===== src/rtl/rv32i_regfile.sv =====
// RV32I integer register file (x1..x31, x0 hard-wired to zero) with program counter.
// After every reset a 31-cycle sweep clears the GPRs before writes are accepted.
module rv32i_regfile #(
  parameter logic [31:0] RESET_PC = 32'h0000_0000,
  parameter bit          BYPASS   = 1'b1
) (
  input  logic        clk,
  input  logic        rst,
  input  logic [31:0] reg_sel_rs1,
  input  logic [31:0] reg_sel_rs2,
  input  logic [31:0] reg_sel_rd,
  input  logic [31:0] reg_rd,
  input  logic        rd_we,
  input  logic [31:0] pc_in,
  input  logic [31:0] pc_in_vld,
  input  logic        pc_step,
  output logic [31:0] reg_rs1,
  output logic [31:0] reg_rs2,
  output logic [31:0] pc_out,
  output logic        rf_ready
);

  typedef enum logic {
    INIT = 1'b0,
    RUN  = 1'b1
  } state_t;

  state_t      state_r;
  logic [4:0]  sweep_r;
  logic [29:0] pc_word_r;
  logic        ready_r;
  logic [31:0] gpr_r [1:31];

  logic [4:0]  rs1_idx_s;
  logic [4:0]  rs2_idx_s;
  logic [4:0]  rd_idx_s;
  logic        wr_en_s;
  logic        unused_s;

  assign rs1_idx_s = reg_sel_rs1[4:0];
  assign rs2_idx_s = reg_sel_rs2[4:0];
  assign rd_idx_s  = reg_sel_rd[4:0];
  assign wr_en_s   = (state_r == RUN) && rd_we && (rd_idx_s != 5'd0);
  assign unused_s  = ^{reg_sel_rs1[31:5], reg_sel_rs2[31:5], reg_sel_rd[31:5],
                       pc_in[1:0], pc_in_vld[31:1]};

  // The PC is kept as a word address so its low two bits are zero by construction.
  assign pc_out   = {pc_word_r, 2'b00};
  assign rf_ready = ready_r;

  // Control state: init sweep sequencing, ready flag and PC update.
  always_ff @(posedge clk) begin
    if (rst) begin
      state_r   <= INIT;
      sweep_r   <= 5'd1;
      pc_word_r <= RESET_PC[31:2];
      ready_r   <= 1'b0;
    end else begin
      case (state_r)
        INIT: begin
          if (sweep_r == 5'd31) begin
            state_r <= RUN;
            ready_r <= 1'b1;
          end else begin
            sweep_r <= sweep_r + 5'd1;
            ready_r <= 1'b0;
          end
        end
        RUN: begin
          ready_r <= 1'b1;
          if (pc_in_vld[0]) begin
            pc_word_r <= pc_in[31:2];
          end else if (pc_step) begin
            pc_word_r <= pc_word_r + 30'd1;
          end else begin
            pc_word_r <= pc_word_r;
          end
        end
        default: begin
          state_r <= INIT;
          sweep_r <= 5'd1;
          ready_r <= 1'b0;
        end
      endcase
    end
  end

  // GPR array: cleared only by the sweep, never by rst itself.
  always_ff @(posedge clk) begin
    if (!rst) begin
      if (state_r == INIT) begin
        gpr_r[sweep_r] <= 32'h0000_0000;
      end else if (wr_en_s) begin
        gpr_r[rd_idx_s] <= reg_rd;
      end
    end
  end

  // rs1 read port with optional same-cycle forwarding of the writeback data.
  always_comb begin
    reg_rs1 = 32'h0000_0000;
    if ((state_r != RUN) || (rs1_idx_s == 5'd0)) begin
      reg_rs1 = 32'h0000_0000;
    end else if (BYPASS && wr_en_s && (rd_idx_s == rs1_idx_s)) begin
      reg_rs1 = reg_rd;
    end else begin
      reg_rs1 = gpr_r[rs1_idx_s];
    end
  end

  // rs2 read port, forwarded independently of rs1.
  always_comb begin
    reg_rs2 = 32'h0000_0000;
    if ((state_r != RUN) || (rs2_idx_s == 5'd0)) begin
      reg_rs2 = 32'h0000_0000;
    end else if (BYPASS && wr_en_s && (rd_idx_s == rs2_idx_s)) begin
      reg_rs2 = reg_rd;
    end else begin
      reg_rs2 = gpr_r[rs2_idx_s];
    end
  end

endmodule


===== config.mk =====
export PLATFORM = sky130hd
export DESIGN_NAME = rv32i_regfile
export DESIGN_NICKNAME = d
export VERILOG_FILES = /design/src/rtl/rv32i_regfile.sv
export SDC_FILE = /design/constraint.sdc
export NUM_CORES = 1
export LEC_CHECK = 0
export CAP_MARGIN = 20
export CORE_UTILIZATION = 56
export DETAILED_ROUTE_END_ITERATION = 10
export GPL_ROUTABILITY_DRIVEN = 0
export PLACE_DENSITY = 0.76
export SYNTH_ARGS = -nofsm -noshare
export SYNTH_HDL_FRONTEND = slang
export SYNTH_SLANG_ARGS = --single-unit

===== constraint.sdc =====
create_clock -name clk -period 6.2 [get_ports clk]
set_input_delay 1.55 -clock clk [delete_from_list [all_inputs] [get_ports clk]]
set_output_delay 1.55 -clock clk [all_outputs]
set_load 0.005 [all_outputs]

==> summary.md <==
| Metric | Value |
|---|---|
| Status | `complete, but fails checks` |
| Violated checks | `setup timing` |
| Routed vias/inst | `between 7 and 8` |
| Overall power | `~15 mW` |
| P_int | `roughly 12 mW` |
| Asr flop ratio synth | `0%` |
| # IOs | `slightly below 300` |
| Clock Skew | `0.0247 ns` |
| Synth cell types | `70` |
| Syn Std Cell Area | `slightly below 0.05 mm2` |
| Site Rows | `~110` |
| Sw Ratio | `a little under a quarter` |
| Slowest CP cell | `clkdlybuf4s50_1` |
| Total Wirelength | `155000 um` |
| CTS buffer count | `approximately 110` |
| DRC Markers | `0` |
| Final worst slack | `-0.0196 ns` |
| Worst VDD drop | `between 0.2 and 0.25 mV` |
| Cell Count, Final, Fillers Out | `4371` |
| Clk_lat worst skew | `approximately 0.7 ns` |
| Final critical-path required period | `6.22 ns` |
| Post-synth EDFFs | `992` |
| Post-CTS Setup Repair Bufs | `0` |
| Crit-path max FO | `14` |
| DP HPWL | `about 94000 um` |
| FILL cells | `roughly 5600` |
| Grt ovf | `0` |
| Final worst-path cycle share | `100%` |
| MaxCap Viol Count | `0` |
| Max-slew headroom | `between 30% and 40%` |
| Top_reg_cell synth | `edfxtp_1` |
| Pleak | `roughly 17 nW` |
| Clock Path Buffers | `3` |
| Buf+Inv Stages, Crit Path | `3` |
| Most frequent cell on the critical path | `clkdlybuf4s50_1` |
| Cell area power density | `around 270 mW/mm2` |
| Vias | `32900` |
| Setup TNS | `-0.0298 ns` |
| CP cell instances | `clkdlybuf4s50_1 -> xor2_1 -> or4_4 -> nor2_4 -> buf_4 -> nand2_1 -> o21ai_0 -> clkdlybuf4s50_1` |
| Crit-path leading delay family | `buffers and inverters` |
| Antenna-violating nets left | `0` |
| Post-CTS Hold Fix Bufs | `0` |
| Initial antenna violation count | `2` |
| Tightest Pin Transition | `around 1.0 ns` |
| Port bufs | `roughly 180` |
| P_sw | `around 3.4 mW` |
| Nets | `approximately 3300` |
| RSZ-0062 raised after global routing | `false` |
| Post-synthesis sequential area ratio | `between 60 and 70%` |
| Sinks on the clock net | `1028` |
| WHS | `between 0.5 and 0.6 ns` |
| DR WL/cell | `~35 um` |
| WS Path Type | `in2out` |
| CORE AREA | `roughly 0.086 mm2` |
| Critical Path AT | `~4.7 ns` |
| Synthesis Warnings | `0` |
| Area Overhead vs Synth | `15.8%` |
| Reg clk slew, reported paths | `~0.06 ns` |
| Mapped Cells | `approximately 2900` |
| Final Hold Vio Count | `0` |
| TritonCTS clock tree | `done` |
| Die ar. | `between 0.08 and 0.09 mm2` |
| Fmax | `between 150 and 200 MHz` |
| Worst min path class | `reg2reg` |
| Root Buffer | `clkbuf_16` |
| Max-slew violations | `0` |
| Max stage delay on crit path | `between 0.6 and 0.7 ns` |
| First-pass GRT wire length | `224000 um` |
| Part of the power in registers | `50.4%` |
| Initial drt markers | `4623` |
| Clk pwr share | `a little over two fifths` |
| Chip height | `around 300 um` |
| CP required | `between 4 and 5 ns` |
| Crit end category | `primary output` |
| Clock H-tree levels | `3` |
| DR pass1 iterations | `7` |
| GRT Overall Usage | `a little over a third` |
| Kind of start point of the critical path | `input port` |
| Die width | `~300 um` |
| Starting Density | `roughly 57%` |
| Final setup fails | `3` |
| Vias in the first global route | `around 33000` |
| Fraction of layout instances using a drive strength above 1 | `~26%` |
| Largest net degree at the start of global routing | `77` |
| Syn Area/Cell | `16.7 um2` |
| Yosys reg bits | `1028` |
| Logic pwr share | `between 7 and 8%` |
| # placed instances | `~4200` |
[metal layers]
| metal | share of wire (%) | GRT usage (%) | up-vias |
|---|---|---|---|
| met2 | 46 | 53.5 | 2806 |
| met4 | 6.6 | 19.6 | 0 |
| met3 | 14 | 9.07 | 622 |
| li1 | - | - | 12800 |
| met1 | 33 | 45.9 | 16600 |
| met5 | 0 | 0 | - |
[final cells by class]
class | instances | area [um2] | share of cell area (%)
clock buffer | 129 | 2790 | 4.94
multi-input combinational | 1641 | 17400 | 30.8
inverter | 7 | 26.3 | 0.0465
clock inverter | 65 | 642 | 1.14
antenna | 2 | 5.00 | 0.00885
sequential | 1028 | 30500 | 54.0
timing repair buffer | 355 | 3740 | 6.61
tap | 1144 | 1430 | 2.53
[path summary, 6_finish.rpt]
path / from / to / slack [ns] / cells past startpoint
worst min register to register: pc_word_r[3]$_SDFFE_PP0P_ / pc_word_r[3]$_SDFFE_PP0P_ / 0.54 / 2
worst max-delay path: reg_sel_rs1[4] / reg_rs1[29] / -0.02 / 8
worst min-delay path: pc_word_r[3]$_SDFFE_PP0P_ / pc_word_r[3]$_SDFFE_PP0P_ / 0.54 / 2
worst max register to register: state_r$_SDFF_PP0_ / gpr_r[19][15]$_DFFE_PP_ / 2.19 / 5
[Yosys cell counts (39+ instances only)]
library cell	count	area [um2]
a22oi_1	45	338
a21oi_1	118	591
nor2b_1	39	244
mux4_2	370	8330
a211oi_1	50	375
nor2_1	111	417
clkbuf_1	108	405
edfxtp_1	992	29800
o22ai_1	125	782
mux2_2	56	631
nand2_1	106	398
buf_2	94	470
mux2i_1	150	1500
o221ai_1	68	596
[power groups by stage]
stage          logic (mW)  clock network (mW)  registers, mW
6_report             1.10                6.38           7.60
5_1_grt              1.14                6.65           7.60
4_1_cts              1.08                6.39           7.60
3_5_place_dp         1.06                   0           7.75
3_3_place_gp         1.05                   0           7.74
2_1_floorplan       0.666                   0           7.74
[repair_timing]
| item | CTS | global route |
|---|---|---|
| pin swaps | 0 | 0 |
| gates resized for setup | 2 | 1 |
| gates cloned | 0 | 0 |
| endpoints found under the setup margin | 1 | 2 |
[stage by stage]
step                      util (%)  instance area [um2]  setup slack (ns)
final                         65.9                56500           -0.0196
after global routing          65.9                56500            0.0194
after CTS                     65.9                56500            0.0529
after detailed placement      61.9                53100            0.0103
after global placement        61.9                53100            -0.104
after floorplan                  -                48800              1.38
[worst register-to-register path: cells and delay by family, from the launching register on]
family	cells	cell delay [ns]
and+or+nand+nor	2	0.99
buffers and inverters	1	0.71
DFF	1	0.81
muxes	1	0.47
AOI/OAI and AO/OA	1	0.66
[state kept, by name, summed over array words and instances (netlist names)]
register / cells
pc_word_r: 30
state_r: 1
gpr_r: 992
sweep_r: 5
[kinds of logic after synthesis]
family          synth area share, %
compound gates                 8.82
xor+xnor                      0.233
fa+ha+maj                    0.0769
buf+inv                        2.43
flops                          62.5
mux                            21.4
other cells                 0.00768
simple gates                   4.49
[cells in the final DEF, fill, tap and decap left out, types with 14 or more instances in the layout]
cell type        netlist  layout
buf_12                 0      49
clkinv_1               0      24
and2_1                38      38
a21oi_1              118     118
clkbuf_1             108      20
a221oi_1              16      16
a211oi_1              50      50
clkbuf_16              0     108
mux2i_1              150     150
a32o_1                38      38
nand3_1               21      21
buf_4                 17     131
clkdlybuf4s50_1        0     169
o221a_2               18      18
edfxtp_1             992     992
a22oi_1               45      45
nor2_1               111      79
nand2_1              106     106
nand2b_1              17      16
mux4_2               370     370
a31oi_1               35      35
nor4_1                15      14
clkinv_2               0      17
o21ai_0               37      37
o22ai_1              125     125
o221ai_1              68      68
mux2_2                56      56
nor2b_1               39      37
dfxtp_1               36      36
nor2_4                 0      32
nor3_1                32      32
(Power assumes the default switching activity.)
